--- config.mk ---
export PLATFORM = sky130hd
export DESIGN_NAME = seq_chunk_adder_flat
export DESIGN_NICKNAME = d
export VERILOG_FILES = /design/src/rtl/seq_chunk_adder_if.sv /design/src/rtl/seq_chunk_adder.sv /design/src/flat_wrapper.sv
export SDC_FILE = /design/constraint.sdc
export NUM_CORES = 1
export LEC_CHECK = 0
export ABC_AREA = 1
export CELL_PAD_IN_SITES_DETAIL_PLACEMENT = 0
export CELL_PAD_IN_SITES_GLOBAL_PLACEMENT = 1
export CORE_ASPECT_RATIO = 1.1
export CORE_UTILIZATION = 39
export DETAILED_ROUTE_END_ITERATION = 7
export GPL_TIMING_DRIVEN = 0
export PLACE_DENSITY_LB_ADDON = 0.1
export SLEW_MARGIN = 15
export SYNTH_ARGS = -nofsm -noshare
export SYNTH_HDL_FRONTEND = slang
export SYNTH_HIERARCHICAL = 1
export SYNTH_SLANG_ARGS = --single-unit
export TNS_END_PERCENT = 5
--- constraint.sdc ---
create_clock -name clk -period 5.7 [get_ports clk]
set_input_delay 0.57 -clock clk [delete_from_list [all_inputs] [get_ports clk]]
set_output_delay 0.57 -clock clk [all_outputs]
set_load 0.01 [all_outputs]
--- src/rtl/seq_chunk_adder_if.sv ---
// seq_chunk_adder_if
// Handshake and data bundle for the chunked multi-precision adder.
// The operand side uses valid/ready with in_valid/in_ready.
// The result side uses valid/ready with out_valid/out_ready.
//   in_valid, in_ready : operand handshake
//   a, b               : W-bit operands (W = N*K)
//   cin, sub           : carry-in for add; subtract select
//   out_valid, out_ready : result handshake
//   sum, cout, ovf     : W-bit result, carry out of MSB, signed overflow
// The slave modport is the adder side. The master modport is the
// producer/consumer side.
interface seq_chunk_adder_if #(
    parameter int N = 4,
    parameter int K = 4
) ();
    localparam int W = N * K;

    logic         in_valid;
    logic         in_ready;
    logic [W-1:0] a;
    logic [W-1:0] b;
    logic         cin;
    logic         sub;
    logic         out_valid;
    logic         out_ready;
    logic [W-1:0] sum;
    logic         cout;
    logic         ovf;

    modport slave (
        input  in_valid, a, b, cin, sub, out_ready,
        output in_ready, out_valid, sum, cout, ovf
    );

    modport master (
        output in_valid, a, b, cin, sub, out_ready,
        input  in_ready, out_valid, sum, cout, ovf
    );
endinterface

--- src/rtl/seq_chunk_adder.sv ---
// seq_chunk_adder
// This is a multi-cycle adder/subtractor for W = N*K bit operands.
// One N-bit ripple-carry slice is reused once per clock, starting with the least
// significant chunk. The carry out of each chunk is registered and becomes the
// carry into the next chunk.
//   clk : rising-edge clock
//   rst : synchronous active-high reset
//   bus : seq_chunk_adder_if.slave, which carries the operand handshake, the
//         result handshake, sum, cout and ovf
// Subtraction stores ~b and seeds the carry with 1, so the datapath always adds.

// rca_slice: N-bit gate-level ripple-carry adder.
//   a, b : N-bit addends   cin : carry in
//   sum  : N-bit sum       cout : carry out of the top bit
module rca_slice #(
    parameter int N = 4
) (
    input  logic [N-1:0] a,
    input  logic [N-1:0] b,
    input  logic         cin,
    output logic [N-1:0] sum,
    output logic         cout
);
    logic [N:0] c;

    assign c[0] = cin;

    for (genvar i = 0; i < N; i++) begin : g_fa
        logic p;
        assign p        = a[i] ^ b[i];
        assign sum[i]   = p ^ c[i];
        assign c[i+1]   = (a[i] & b[i]) | (p & c[i]);
    end

    assign cout = c[N];
endmodule

module seq_chunk_adder #(
    parameter int N = 4,
    parameter int K = 4
) (
    input  logic             clk,
    input  logic             rst,
    seq_chunk_adder_if.slave bus
);
    localparam int W  = N * K;
    localparam int IW = (K > 1) ? $clog2(K) : 1;
    localparam logic [IW-1:0] LAST = IW'(K - 1);

    typedef enum logic [1:0] {
        IDLE,
        RUN,
        DONE
    } state_t;

    state_t        state;
    state_t        state_next;
    logic          in_ready_c;

    logic [W-1:0]  opa;
    logic [W-1:0]  opb;
    logic [W-1:0]  sum_r;
    logic [IW-1:0] idx;
    logic          carry;
    logic          cout_r;
    logic          ovf_r;
    logic          out_valid_r;

    logic [N-1:0]  slice_a;
    logic [N-1:0]  slice_b;
    logic [N-1:0]  slice_sum;
    logic          slice_cout;

    logic          accept;
    logic          consume;

    // The current chunk of each stored operand goes to the single shared slice.
    assign slice_a = opa[idx*N +: N];
    assign slice_b = opb[idx*N +: N];

    rca_slice #(.N(N)) u_slice (
        .a    (slice_a),
        .b    (slice_b),
        .cin  (carry),
        .sum  (slice_sum),
        .cout (slice_cout)
    );

    assign accept  = (state == IDLE) && bus.in_valid;
    assign consume = (state == DONE) && bus.out_ready;

    always_ff @(posedge clk) begin
        if (rst) begin
            state <= IDLE;
        end else begin
            state <= state_next;
        end
    end

    // Next-state logic. in_ready is a pure decode of IDLE, so in DONE a new
    // operand cannot be accepted on the same edge as the result is consumed.
    always_comb begin
        state_next = state;
        in_ready_c = 1'b0;
        case (state)
            IDLE: begin
                in_ready_c = 1'b1;
                if (bus.in_valid) begin
                    state_next = RUN;
                end
            end
            RUN: begin
                if (idx == LAST) begin
                    state_next = DONE;
                end
            end
            DONE: begin
                if (bus.out_ready) begin
                    state_next = IDLE;
                end
            end
            default: begin
                state_next = IDLE;
            end
        endcase
    end

    // Datapath. The final chunk also captures cout and ovf.
    // In the ovf test, the new MSB of the sum comes straight from the slice,
    // because sum_r has not been updated yet on that edge.
    always_ff @(posedge clk) begin
        if (rst) begin
            opa         <= '0;
            opb         <= '0;
            sum_r       <= '0;
            idx         <= '0;
            carry       <= 1'b0;
            cout_r      <= 1'b0;
            ovf_r       <= 1'b0;
            out_valid_r <= 1'b0;
        end else if (accept) begin
            opa         <= bus.a;
            opb         <= bus.sub ? ~bus.b : bus.b;
            carry       <= bus.sub | bus.cin;
            idx         <= '0;
            out_valid_r <= 1'b0;
        end else if (state == RUN) begin
            sum_r[idx*N +: N] <= slice_sum;
            carry             <= slice_cout;
            if (idx == LAST) begin
                idx         <= '0;
                cout_r      <= slice_cout;
                ovf_r       <= (opa[W-1] == opb[W-1]) && (slice_sum[N-1] != opa[W-1]);
                out_valid_r <= 1'b1;
            end else begin
                idx <= idx + IW'(1);
            end
        end else if (consume) begin
            out_valid_r <= 1'b0;
        end
    end

    assign bus.in_ready  = in_ready_c;
    assign bus.out_valid = out_valid_r;
    assign bus.sum       = sum_r;
    assign bus.cout      = cout_r;
    assign bus.ovf       = ovf_r;
endmodule

--- src/flat_wrapper.sv ---
// flat-port wrapper written by rule: the top's interface ports become plain ports
module seq_chunk_adder_flat 
#(
    parameter int N = 4,
    parameter int K = 4
)
  (clk, rst, bus_in_valid, bus_a, bus_b, bus_cin, bus_sub, bus_out_ready, bus_in_ready, bus_out_valid, bus_sum, bus_cout, bus_ovf);
  seq_chunk_adder_if #(.N(N), .K(K)) bus_i ();
  input  logic clk;
  input  logic rst;
  input wire logic [$bits(bus_i.in_valid)-1:0] bus_in_valid;
  input wire logic [$bits(bus_i.a)-1:0] bus_a;
  input wire logic [$bits(bus_i.b)-1:0] bus_b;
  input wire logic [$bits(bus_i.cin)-1:0] bus_cin;
  input wire logic [$bits(bus_i.sub)-1:0] bus_sub;
  input wire logic [$bits(bus_i.out_ready)-1:0] bus_out_ready;
  output wire logic [$bits(bus_i.in_ready)-1:0] bus_in_ready;
  output wire logic [$bits(bus_i.out_valid)-1:0] bus_out_valid;
  output wire logic [$bits(bus_i.sum)-1:0] bus_sum;
  output wire logic [$bits(bus_i.cout)-1:0] bus_cout;
  output wire logic [$bits(bus_i.ovf)-1:0] bus_ovf;
  assign bus_i.in_valid = bus_in_valid;
  assign bus_i.a = bus_a;
  assign bus_i.b = bus_b;
  assign bus_i.cin = bus_cin;
  assign bus_i.sub = bus_sub;
  assign bus_i.out_ready = bus_out_ready;
  assign bus_in_ready = bus_i.in_ready;
  assign bus_out_valid = bus_i.out_valid;
  assign bus_sum = bus_i.sum;
  assign bus_cout = bus_i.cout;
  assign bus_ovf = bus_i.ovf;
  seq_chunk_adder #(.N(N), .K(K)) u_core (.clk(clk), .rst(rst), .bus(bus_i));
endmodule
* Word level (Yosys, flattened, before mapping)
Index checks and enable logic that the tools add are counted.
Word-level totals: flip-flop bits (word level) 56, output and inout port bits 20, word-level logic and storage cells 70
Operators by class: add/subtract/negate cells 2, equal/unequal tests 8, shifts and indexed selects 4, mux-type cells 13, bitwise logic cells 23, reductions and logical operators 11
Operator list (number):
- $neg 4->34 | 1
- $shift 4x34->16 const A | 1
- $shiftx 4x34->16 | 1
- $shiftx 16x5->4 | 2
- $bwmux 16 | 1
- $mux 16 | 1
- $not 16->16 | 1
- $and 1x1->1 | 8
- $mux 2 | 4
- $xor 1x1->1 | 8
- $mux 1 | 6
- $pmux 2 s3 | 1
- $reduce_and 3->1 | 2
- $or 1x1->1 | 5
- $eq 2x2->1 const B | 2
- $ne 2x2->1 const B | 2
- $reduce_and 2->1 | 2
- $reduce_bool 2->1 | 2
- $logic_and 1x1->1 | 3
- $add 2x1->2 const B | 1
- $eq 2x1->1 const B | 1
- $logic_not 2->1 | 1
- $ne 2x1->1 const B | 1
- $reduce_or 2->1 | 1
- other kinds (3) | 3

* Depth between registers and ports, before layout
Gate-level depths: netlist of run 1.
depth after elaboration 12, depth in mapped cells 18

* Hierarchy
The synthesis of run 1 kept the hierarchy.
Modules (own cells, without submodules):
- seq_chunk_adder | times used 1, cells each 334, area an instance 2511.2 µm², sequential area each 1121.1 µm²
- rca_slice | times used 1, cells each 14, area an instance 117.6 µm², sequential area each 0.0 µm²

* Worst setup path after synthesis of run 1
Ideal clock, no wire load.
path kind register -> register, start point register u_core.idx[0], end point register u_core.sum_r[15] (netlist: u_core/bus.sum[15]), library setup time 70 ps, arrival time 2880 ps, required time 5630 ps, path slack 2750 ps, stages on the path, launching flop included 18, path buffers 2, period minus slack after synthesis 2950 ps, path through dfxtp_1 buf_4 inv_1 buf_2 o21ai_0 o22ai_1 inv_1 fa_1 inv_1 fa_1 fa_1 inv_1 fa_1 inv_1 inv_1 nor3_1 nand2_1 a21oi_1
Between the ends: cells in the longest elaborated chain, start to end 11, elaborated cells on any way between the ends 23
Ends and longest elaborated chain:
- from (decl) | line seq_chunk_adder.sv:63 | logic [IW-1:0] idx;
- from (signal assigned) | line seq_chunk_adder.sv:156 | idx <= idx + IW'(1);
- $shiftx 16x5->4 * | line seq_chunk_adder.sv:78 | assign slice_a = opa[idx*N +: N];
- named net u_core.slice_a[0] | line seq_chunk_adder.sv:69 | logic [N-1:0] slice_a;
- $xor 1x1->1 | line seq_chunk_adder.sv:30 | assign p = a[i] ^ b[i];
- $and 1x1->1 | line seq_chunk_adder.sv:32 | assign c[i+1] = (a[i] & b[i]) | (p & c[i]);
- $or 1x1->1 * | line seq_chunk_adder.sv:32
- $and 1x1->1 * | line seq_chunk_adder.sv:32
- $or 1x1->1 * | line seq_chunk_adder.sv:32
- $and 1x1->1 * | line seq_chunk_adder.sv:32
- $or 1x1->1 * | line seq_chunk_adder.sv:32
- $xor 1x1->1 * | line seq_chunk_adder.sv:31 | assign sum[i] = p ^ c[i];
- named net u_core.slice_sum[3] | line seq_chunk_adder.sv:71 | logic [N-1:0] slice_sum;
- $shiftx 4x34->16 * | line seq_chunk_adder.sv:148 | sum_r[idx*N +: N] <= slice_sum;
- $bwmux 16 * | line seq_chunk_adder.sv:148
- to (signal, indexed assignment) | line seq_chunk_adder.sv:148
- to (decl) | line seq_chunk_adder.sv:62 | logic [W-1:0] sum_r;
The timed path passes the listed nets; every way through them passes the cells marked *. A chain may end at the register's enable or synchronous reset.

* Worst setup path in the final report of run 1
start point register u_core.idx[1], end point register u_core.sum_r[7] (netlist: u_core/bus.sum[7])
Same word-level chain as after synthesis.

==> impl_metrics.ini, run 1 <==
[critical_path]
endpoint = u_core/bus.sum[7]$_SDFFE_PP0P_
critical_path.cell_chain = clkbuf_1 > inv_1 > o21ai_0 > o22ai_1 > inv_1 > fa_1 > inv_1 > fa_1 > fa_1 > inv_1 > fa_1 > inv_1 > inv_1 > nor3_1 > nand2_1 > a21oi_1
crit_path_frequent_cell = inv_1
setup.worst_path.class = flop to flop
timing.critical_path.slowest_cell_delay_ps = 400
critical_path.endpoint_type = flop
cp-startpoint = u_core/idx[1]$_SDFFE_PP0N_
critical_path_cell_count = 16
reg2reg_depth = 16
rr_endpoint = u_core/bus.sum[7]$_SDFFE_PP0P_
top_cell_family_by_delay_on_the_critical_path = adder cells
setup.worst_path.start_class = flop
crit_buf_inv = 7
crit_path_required_time_ps = 5940
crit_slowest_cell = dfxtp_1
worstPathArrival_ps = 3900
timing.reg2reg.setup_slack_ps = 2050
worstPathMaxFanout = 11
r2r-start = u_core/idx[1]$_SDFFE_PP0N_

[synthesis]
ys_ff_latch = 56
post_synth_instance_area_um2 = 2630
synth_sequential_area_ratio = 0.426
post_synth.cell_area_avg_um2 = 7.55
synthDistinctLibCells = 25
synthesis.instances = 348
synthesis.nets = 396
yosysWarningCount = 6

[floorplan]
die_area_um2 = 7070
vertical_die_dimension_um = 88.1
start_util = 0.401
area_inside_the_core_boundary_um2 = 6560
design.portCount = 58
core.rowCount = 31
die_width_um = 80.3

[drt]
drc = 0
dr.first_iter.drc_count = 89
drt-wirelength-per-cell_um = 12.6
drt_first_pass_iters = 4
vias = 2434
drt-vias-per-instance = 4.93
final_wirelength_um = 6250
ant_nets = 0

[clock_network]
insertion_delay_ps = 300
clk_transition_reported_paths_ps = 100
tritoncts = done
number_of_setup_buffers_added_after_cts = 0
cts.htree.levels = 2
post_cts_resize_count = 0
cts-buffers-inserted = 5
cts_num_sinks = 56
clock_tree.root_cell = clkbuf_8
cts_hold_buf = 0
cts_max_path_buffers = 2

[job]
max_cap_viol_count = 0

[placed_design]
port_buffers = 56
dpl.hpwl_um = 4810
placedCellCount = 486
finalWeightedCongestion = 0.766

[cells_and_area]
n_fill_cell = 701
flow.area_growth_from_synthesis_pct = 29.3
final_layout_size_suffix_gt1_frac = 0.0558
final-instance-count-excl-fill = 494
final_net_count = 459
antenna-diode-count = 0

[grt]
grt_start_max_net_pins = 17
grt_first_pass_wirelength_um = 10400
grt_pass1_vias = 2270
gr-usage-all-layers = 0.191
antenna_found_initial = 0
grt_overflow_total = 0

[timing]
worst_slew_pin_slew_ps = 500
hold_violations = 0
finalMaxSlewViolations = 0
rsz0062_at_grt = no
fmax_ghz = 0.274
post-route-min-period_ps = 3650
totalNegativeSetupSlack_ps = 0
timing.hold.ws_ps = 470
timing.clock.skew_ps = 9.29
finalSetupViolations = 0
slew_headroom = 0.666
layout_worst_path_cycle_share = 0.641

[power_and_ir_drop]
power.density_cell_area_nw_per_um2 = 251
power.leakage_uw = 0.00129
ir_worst_vdd_v = 0.000144

[min_path]
hold_path.class = flop to flop

[status]
run_status = finished clean
-- tightest hold or removal path: stages, from the launching register on --
cell     delay [ps]
dfxtp_1         320
nand2_1          60
a21oi_1          50
-- worst min path at each step --
stage | from | cells after the start | endpoint
after global routing | u_core/bus.sum[12]$_SDFFE_PP0P_ | 2 | u_core/bus.sum[12]$_SDFFE_PP0P_
after CTS | u_core/bus.sum[14]$_SDFFE_PP0P_ | 2 | u_core/bus.sum[14]$_SDFFE_PP0P_
final | u_core/bus.sum[12]$_SDFFE_PP0P_ | 2 | u_core/bus.sum[12]$_SDFFE_PP0P_
after detailed placement | u_core/bus.sum[14]$_SDFFE_PP0P_ | 2 | u_core/bus.sum[14]$_SDFFE_PP0P_
after floorplan | u_core/opb[10]$_SDFFE_PP0N_ | 2 | u_core/opb[10]$_SDFFE_PP0N_
after global placement | u_core/bus.sum[12]$_SDFFE_PP0P_ | 2 | u_core/bus.sum[12]$_SDFFE_PP0P_
-- sequential cells by signal (all words and copies together) (netlist names) --
name / cells
u_core/bus.sum: 16
u_core/opa: 16
u_core/opb: 16
u_core/idx: 2
u_core/state: 2
u_core/bus.cout: 1
u_core/bus.out_valid: 1
u_core/bus.ovf: 1
u_core/carry: 1
-- layer usage --
metal,GRT usage,routed length (um),vias up
met5,0,0,-
met4,0.0487,34,0
met3,0.0313,179,2
met2,0.357,3230,44
met1,0.224,2800,1129
li1,-,-,1259
-- synthesized netlist by cell type --
master     n  share of area
o22ai_1    9          0.021
nor2_1    57          0.081
nand3b_1   1         0.0029
buf_1      1         0.0014
nand2_4    2         0.0086
dfxtp_1   56           0.43
nor3_1     4         0.0076
xnor2_1   16          0.053
fa_1       4          0.030
nand3_1   25          0.048
nor2_4     1         0.0043
nand4_1    4         0.0095
inv_4      1         0.0024
or2_2      1         0.0024
clkbuf_4   1         0.0029
inv_1     25          0.036
nand2_1   45          0.064
clkbuf_1   8          0.011
buf_6      1         0.0043
a21oi_1   22          0.042
o21ai_0   49          0.093
buf_2      5         0.0095
inv_2      2         0.0029
ha_1       6          0.029
buf_4      2         0.0057
-- report_power, final --
part / total [uW] / internal (uW) / switching (uW)
combinational: 169 / 75.5 / 93.8
sequential: 429 / 415 / 14.0
clock: 256 / 131 / 125
-- cells by family (layout without fill, tap and decap cells) --
logic type	Yosys count	after routing	share of synthesized area
AND/OR/NAND/NOR	140	140	0.228
XOR/XNOR	16	16	0.0533
flip-flops	56	56	0.426
AO/OA/AOI/OAI	80	80	0.157
adder cells (fa/ha/maj)	10	10	0.0590
buffers and inverters	46	110	0.0762
-- stage by stage --
step           setup slack (ps)  total power, uW  cell area, um^2  utilization
2_1_floorplan              2750              542             2630            -
3_3_place_gp               2120              608             3290        0.502
3_5_place_dp               2090              610             3290        0.502
4_1_cts                    2060              866             3400        0.519
5_1_grt                    1710              906             3400        0.519
6_report                   2050              854             3400        0.519
-- cell usage in the layout (no fill, tap or decap), types with 5 or more instances in the layout --
master	n
nor2_1	57
clkdlybuf4s50_1	56
dfxtp_1	56
o21ai_0	49
nand2_1	45
inv_1	25
nand3_1	25
a21oi_1	22
xnor2_1	16
clkbuf_1	9
o22ai_1	9
ha_1	6
clkbuf_8	5
buf_2	5
-- area by class of cell --
class	instances	area, um^2	area share
flip-flops and latches	56	1120	0.330
well taps	82	103	0.0302
repair buffers	56	561	0.165
inverters	28	108	0.0317
clock buffers	6	72.6	0.0213
clock inverters	2	35.0	0.0103
multi-input cells	246	1310	0.385
plain buffers	18	92.6	0.0272
No activity file was read; power rests on OpenSTA's default activity.
==> inputs of run 2 (changes only) <==
--- a/config.mk
+++ b/config.mk
@@ -9,7 +9,7 @@
 export CELL_PAD_IN_SITES_DETAIL_PLACEMENT = 0
 export CELL_PAD_IN_SITES_GLOBAL_PLACEMENT = 1
 export CORE_ASPECT_RATIO = 1.1
-export CORE_UTILIZATION = 39
+export CORE_UTILIZATION = 33
 export DETAILED_ROUTE_END_ITERATION = 7
 export GPL_TIMING_DRIVEN = 0
 export PLACE_DENSITY_LB_ADDON = 0.1
==> constraint.sdc (replaced) <==
create_clock -name clk -period 2.9 [get_ports clk]
set_input_delay 0.29 -clock clk [delete_from_list [all_inputs] [get_ports clk]]
set_output_delay 0.29 -clock clk [all_outputs]
set_load 0.01 [all_outputs]
==> run 2 against run 1 <==
  * Worst hold slack got worse by 110 ps
  * Clock-buffer cell count increased by 1
  * Sequential cell count unchanged
  * Fmax increased by 27%
  * Wire length increased by 8.1%
  * Clock power increased by 75%
  * Critical path type unchanged
  * Critical endpoint is now u_core/bus.sum[15]$_SDFFE_PP0P_
==> impl_metrics.ini, run 2 (synthesis results as in run 1) <==
[power_and_ir_drop]
ir_worst_vdd_v = 0.000181
total_power_uw = 1680
power.leakage_uw = 0.00139
power.density_cell_area_nw_per_um2 = 464

[timing]
hold_violations = 0
totalNegativeSetupSlack_ps = 0
rsz0062_at_grt = yes
timing.clock.skew_ps = 6.53
finalMaxSlewViolations = 0
post-route-min-period_ps = 2870
fmax_ghz = 0.349
worst_slew_pin_slew_ps = 544
finalSetupViolations = 0
layout_worst_path_cycle_share = 0.988
slew_headroom = 0.637

[min_path]
min-delay-start = bus_sub
worstHoldEndpoint = u_core/opb[3]$_SDFFE_PP0N_
timing.hold.worst_path_depth = 3
hold_path.class = input pin to flop

[placed_design]
port_buffers = 56
finalWeightedCongestion = 0.765
dpl.hpwl_um = 4950
placedCellCount = 509
dpl_cell_area_um2 = 3330

[cells_and_area]
final_core_utilization = 0.477
most-common-layout-cells = nor2_1, clkdlybuf4s50_1, dfxtp_1
stdcell_area_um2 = 3620
final-instance-count-excl-fill = 530
antenna-diode-count = 0
final_net_count = 473
final_layout_size_suffix_gt1_frac = 0.127
final_common_cell = nor2_1
flow.area_growth_from_synthesis_pct = 37.7

[floorplan]
vertical_die_dimension_um = 95.6
die_width_um = 87.1
core.rowCount = 33
die_area_um2 = 8330
area_inside_the_core_boundary_um2 = 7600
start_util = 0.346
design.portCount = 58

[clock_network]
clk_transition_reported_paths_ps = 90
tritoncts = done
clock_tree.root_cell = clkbuf_8
insertion_delay_ps = 300
cts.htree.levels = 2
cts-buffers-inserted = 5
cts_max_path_buffers = 2
cts_num_sinks = 56

[drt]
drt-wirelength-per-cell_um = 12.7
vias = 2485
final_wirelength_um = 6750
drt-vias-per-instance = 4.69
ant_nets = 0
dr.first_iter.drc_count = 79
drt_first_pass_iters = 4
drc = 0

[critical_path]
worstPathArrival_ps = 3110
r2r-start = u_core/idx[0]$_SDFFE_PP0N_
rr_endpoint = u_core/bus.sum[15]$_SDFFE_PP0P_
critical_path.cell_chain = buf_6 > inv_6 > buf_6 > o21ai_1 > o22ai_1 > inv_1 > fa_2 > inv_1 > fa_2 > fa_2 > inv_2 > fa_1 > inv_2 > inv_2 > nor3_4 > nand2_1 > a21oi_2
timing.reg2reg.setup_slack_ps = 30
worstPathMaxFanout = 5
critical_path.endpoint_type = flop
setup.worst_path.class = flop to flop
timing.critical_path.slowest_cell_delay_ps = 410
top_cell_family_by_delay_on_the_critical_path = adder cells
setup.worst_path.start_class = flop
reg2reg_depth = 17
crit_path_required_time_ps = 3140
crit_slowest_cell = fa_1
crit_buf_inv = 8

[grt]
grt_pass1_vias = 2388
grt_start_max_net_pins = 16
grt_first_pass_wirelength_um = 11400
gr-usage-all-layers = 0.181
grt_overflow_total = 0
antenna_found_initial = 0

[status]
run_status = finished clean

[job]
max_cap_viol_count = 0
[run 2: cell count changes in the layout (fill, tap and decap cells not counted), sizes merged]
| cell | previous run | this run |
|---|---|---|
| clkinv | 1 | 0 |
| clkinvlp | 0 | 1 |
| bufinv | 1 | 0 |
| clkbuf | 15 | 16 |
| buf | 9 | 23 |
| inv | 28 | 27 |
[run 2: power by group]
group	total [uW]	switching (uW)	internal (uW)
registers	844	27.8	816
logic	387	207	180
clock network	449	236	213
total	1680	470	1210
[run 2: timing repair]
| action | in CTS | in global routing |
|---|---|---|
| buffers inserted | 11 | 3 |
| endpoints found under the setup margin | 11 | 5 |
| hold buffers | 0 | 0 |
| gates resized for setup | 30 | 4 |
| pin swaps | 4 | 5 |
[run 2: area by class of cell]
| cell class | instances | area, um^2 |
|---|---|---|
| fillers | 821 | 3980 |
| well taps | 105 | 131 |
| inverters | 28 | 116 |
| plain buffers | 18 | 144 |
| multi-input cells | 246 | 1340 |
| clock buffers | 7 | 96.3 |
| repair buffers | 70 | 669 |
| flip-flops and latches | 56 | 1120 |
[run 2: tightest hold or removal path: cells and delay by family]
family / cells / cell delay (ps)
xor gates and xnor gates: 1 / 120
buffers and inverters: 1 / 140
AOI/OAI and AO/OA: 1 / 70
[run 2: how the worst max path moves through the flow]
stage | startpoint | end | slack (ps) | cells after the start
5_1_grt | u_core/idx[0]$_SDFFE_PP0N_ | u_core/bus.sum[15]$_SDFFE_PP0P_ | -170 | 17
3_3_place_gp | u_core/idx[1]$_SDFFE_PP0N_ | u_core/bus.sum[7]$_SDFFE_PP0P_ | -590 | 16
2_1_floorplan | u_core/idx[0]$_SDFFE_PP0N_ | u_core/bus.sum[15]$_SDFFE_PP0P_ | 6 | 17
4_1_cts | u_core/idx[0]$_SDFFE_PP0N_ | u_core/bus.sum[15]$_SDFFE_PP0P_ | -20 | 17
6_report | u_core/idx[0]$_SDFFE_PP0N_ | u_core/bus.sum[15]$_SDFFE_PP0P_ | 30 | 17
3_5_place_dp | u_core/idx[1]$_SDFFE_PP0N_ | u_core/bus.sum[15]$_SDFFE_PP0P_ | -600 | 16
[run 2: per-layer routing]
metal  GRT usage  share of wire  vias to the layer above
met4      0.0587          0.013                        0
li1            -              -                     1292
met2       0.325           0.50                       53
met5           0              0                        -
met1       0.216           0.44                     1135
met3      0.0338          0.042                        5
[run 2: stage by stage]
stage | worst slack, ps | hold WS [ps]
after detailed placement | -597 | 456
after CTS | -23.2 | 364
after floorplan | 5.75 | 429
final | 33.7 | 359
after global routing | -169 | 371
after global placement | -588 | 454
==> inputs of run 3 (changes only) <==
--- a/config.mk
+++ b/config.mk
@@ -9,6 +9,7 @@
 export CELL_PAD_IN_SITES_DETAIL_PLACEMENT = 0
 export CELL_PAD_IN_SITES_GLOBAL_PLACEMENT = 1
 export CORE_ASPECT_RATIO = 1.1
+export CORE_MARGIN = 2
 export CORE_UTILIZATION = 33
 export DETAILED_ROUTE_END_ITERATION = 7
 export GPL_TIMING_DRIVEN = 0
==> run 3 against run 2 <==
  * The run now ends with setup timing left
  * Sequential cell count unchanged
  * Via count is 0.40% higher
  * Die area up 4.4%
  * Combinational power fell by 2%
  * Worst hold slack got worse by 2.0 ps
  * Critical path depth shrank 1
  * Setup slack worse by 46 ps
  * Register-to-register slack worse by 50 ps
  * First-iteration DRC count is 80% higher
  * Largest power group unchanged
==> impl_metrics.ini, run 3 (synthesis results as in run 1) <==
[status]
run_status = finished, violations left
failed_checks = setup timing

[timing]
finalWorstSetupSlack_ps = -12.2
timing.clock.skew_ps = 9.25
hold_violations = 0
finalSetupViolations = 1
layout_worst_path_cycle_share = 1.00
slew_headroom = 0.636
fmax_ghz = 0.343
worst_slew_pin_slew_ps = 546
post-route-min-period_ps = 2910
rsz0062_at_grt = yes
finalMaxSlewViolations = 0

[drt]
drt_first_pass_iters = 5
ant_nets = 0
drt-wirelength-per-cell_um = 13.1
drc = 0
dr.first_iter.drc_count = 142
vias = 2495
drt-vias-per-instance = 4.73
final_wirelength_um = 6920

[min_path]
timing.hold.worst_path_depth = 3
hold_path.class = input pin to flop

[grt]
grt_pass1_vias = 2375
antenna_found_initial = 0
gr-usage-all-layers = 0.166
grt_overflow_total = 0
grt_first_pass_wirelength_um = 11400
grt_start_max_net_pins = 17

[critical_path]
setup.worst_path.class = flop to flop
critical_path.endpoint_type = flop
timing.critical_path.slowest_cell_delay_ps = 420
critical_path.cell_chain = buf_8 > clkinvlp_4 > o21ai_2 > o22ai_1 > inv_1 > fa_2 > inv_1 > fa_2 > fa_2 > inv_2 > fa_1 > inv_2 > inv_2 > nor3_4 > nand2_1 > a21oi_1
crit_path_required_time_ps = 3150
worstPathArrival_ps = 3160
setup.worst_path.start_class = flop
worstPathMaxFanout = 10
crit_slowest_cell = fa_1
reg2reg_depth = 16

[clock_network]
cts_num_sinks = 56
tritoncts = done
clock_tree.root_cell = clkbuf_8
cts-buffers-inserted = 5
cts.htree.levels = 2
insertion_delay_ps = 310
cts_hold_buf = 0
clk_transition_reported_paths_ps = 100
cts_max_path_buffers = 2

[floorplan]
area_inside_the_core_boundary_um2 = 7830
vertical_die_dimension_um = 97.6
die_width_um = 89.1
start_util = 0.336
design.portCount = 58
core.rowCount = 34
die_area_um2 = 8700

[power_and_ir_drop]
total_power_uw = 1730
part_of_the_power_in_registers = 0.488
netSwitchingFraction = 0.280
clock_power_share = 0.293
p_int_uw = 1250
ir_worst_vdd_v = 0.000178
power.density_cell_area_nw_per_um2 = 481
comb_power_share = 0.218
power.leakage_uw = 0.00137
p_sw_uw = 485

[placed_design]
dpl.hpwl_um = 5110
finalWeightedCongestion = 0.784
placedCellCount = 512
port_buffers = 56

[cells_and_area]
final_layout_size_suffix_gt1_frac = 0.124
n_fill_cell = 843
flow.area_growth_from_synthesis_pct = 37.1
antenna-diode-count = 0
most-common-layout-cells = nor2_1, clkdlybuf4s50_1, dfxtp_1
final-instance-count-excl-fill = 528
final_net_count = 467
final_common_cell = nor2_1

[job]
max_cap_viol_count = 0
run 3: cell count changes in the layout (fill, tap and decap cells not counted), moves of 2 or more:
cell	before	now
clkbuf_8	8	6
o21ai_1	3	0
o21ai_2	1	3
buf_4	14	9
buf_8	1	3
buf_6	4	2
run 3: power groups by stage:
stage,registers [uW],clock network (uW),logic [uW]
after floorplan,856,0,211
after global placement,863,0,341
after detailed placement,863,0,343
after CTS,845,526,375
after global routing,852,550,426
final,845,508,378
run 3: critical path, delay by kind of cell, from the launching register on:
family | cells | cell delay, ps
AOI/OAI and AO/OA | 3 | 310
and+or+nand+nor | 2 | 220
buffers and inverters | 7 | 670
adders and majority gates | 4 | 1280
DFF | 1 | 380
run 3: routing by layer:
| metal | share of wire | vias to the layer above | track usage |
|---|---|---|---|
| li1 | - | 1275 | - |
| met1 | 0.44 | 1158 | 0.207 |
| met2 | 0.50 | 54 | 0.291 |
| met3 | 0.044 | 8 | 0.0314 |
| met4 | 0.012 | 0 | 0.0356 |
| met5 | 0 | - | 0 |
run 3: area by class of cell:
class | instances | area, um^2 | area share
Sequential cell | 56 | 1120 | 0.312
Buffer | 18 | 138 | 0.0382
Clock inverter | 2 | 35.0 | 0.00972
Inverter | 28 | 116 | 0.0323
Tap cell | 108 | 135 | 0.0375
Multi-Input combinational cell | 246 | 1360 | 0.378
Timing Repair Buffer | 64 | 621 | 0.172
Clock buffer | 6 | 72.6 | 0.0201
run 3: repair_timing:
item | 4_1_cts | 5_1_grt
endpoints found under the setup margin | 10 | 5
pin swaps | 1 | 6
gates resized for setup | 25 | 14
buffers inserted | 7 | 1
run 3: final timing paths:
check | from | slack (ps) | to
worst max register to register | u_core/idx[1]$_SDFFE_PP0N_ | -10 | u_core/bus.sum[7]$_SDFFE_PP0P_
worst max-delay path | u_core/idx[1]$_SDFFE_PP0N_ | -10 | u_core/bus.sum[7]$_SDFFE_PP0P_
worst min-delay path | bus_sub | 360 | u_core/opb[4]$_SDFFE_PP0N_
worst min register to register | u_core/bus.sum[12]$_SDFFE_PP0P_ | 470 | u_core/bus.sum[12]$_SDFFE_PP0P_
run 3: stage by stage:
stage	hold slack [ps]	setup TNS, ps	instance area (um^2)	worst slack (ps)	util
floorplan	429	0	2640	5.75	-
global placement	453	-3340	3330	-623	0.426
detailed placement	454	-3590	3330	-639	0.426
CTS	361	-138	3550	-84.6	0.454
global route	366	-549	3600	-146	0.460
finish	357	-12.2	3600	-12.2	0.460
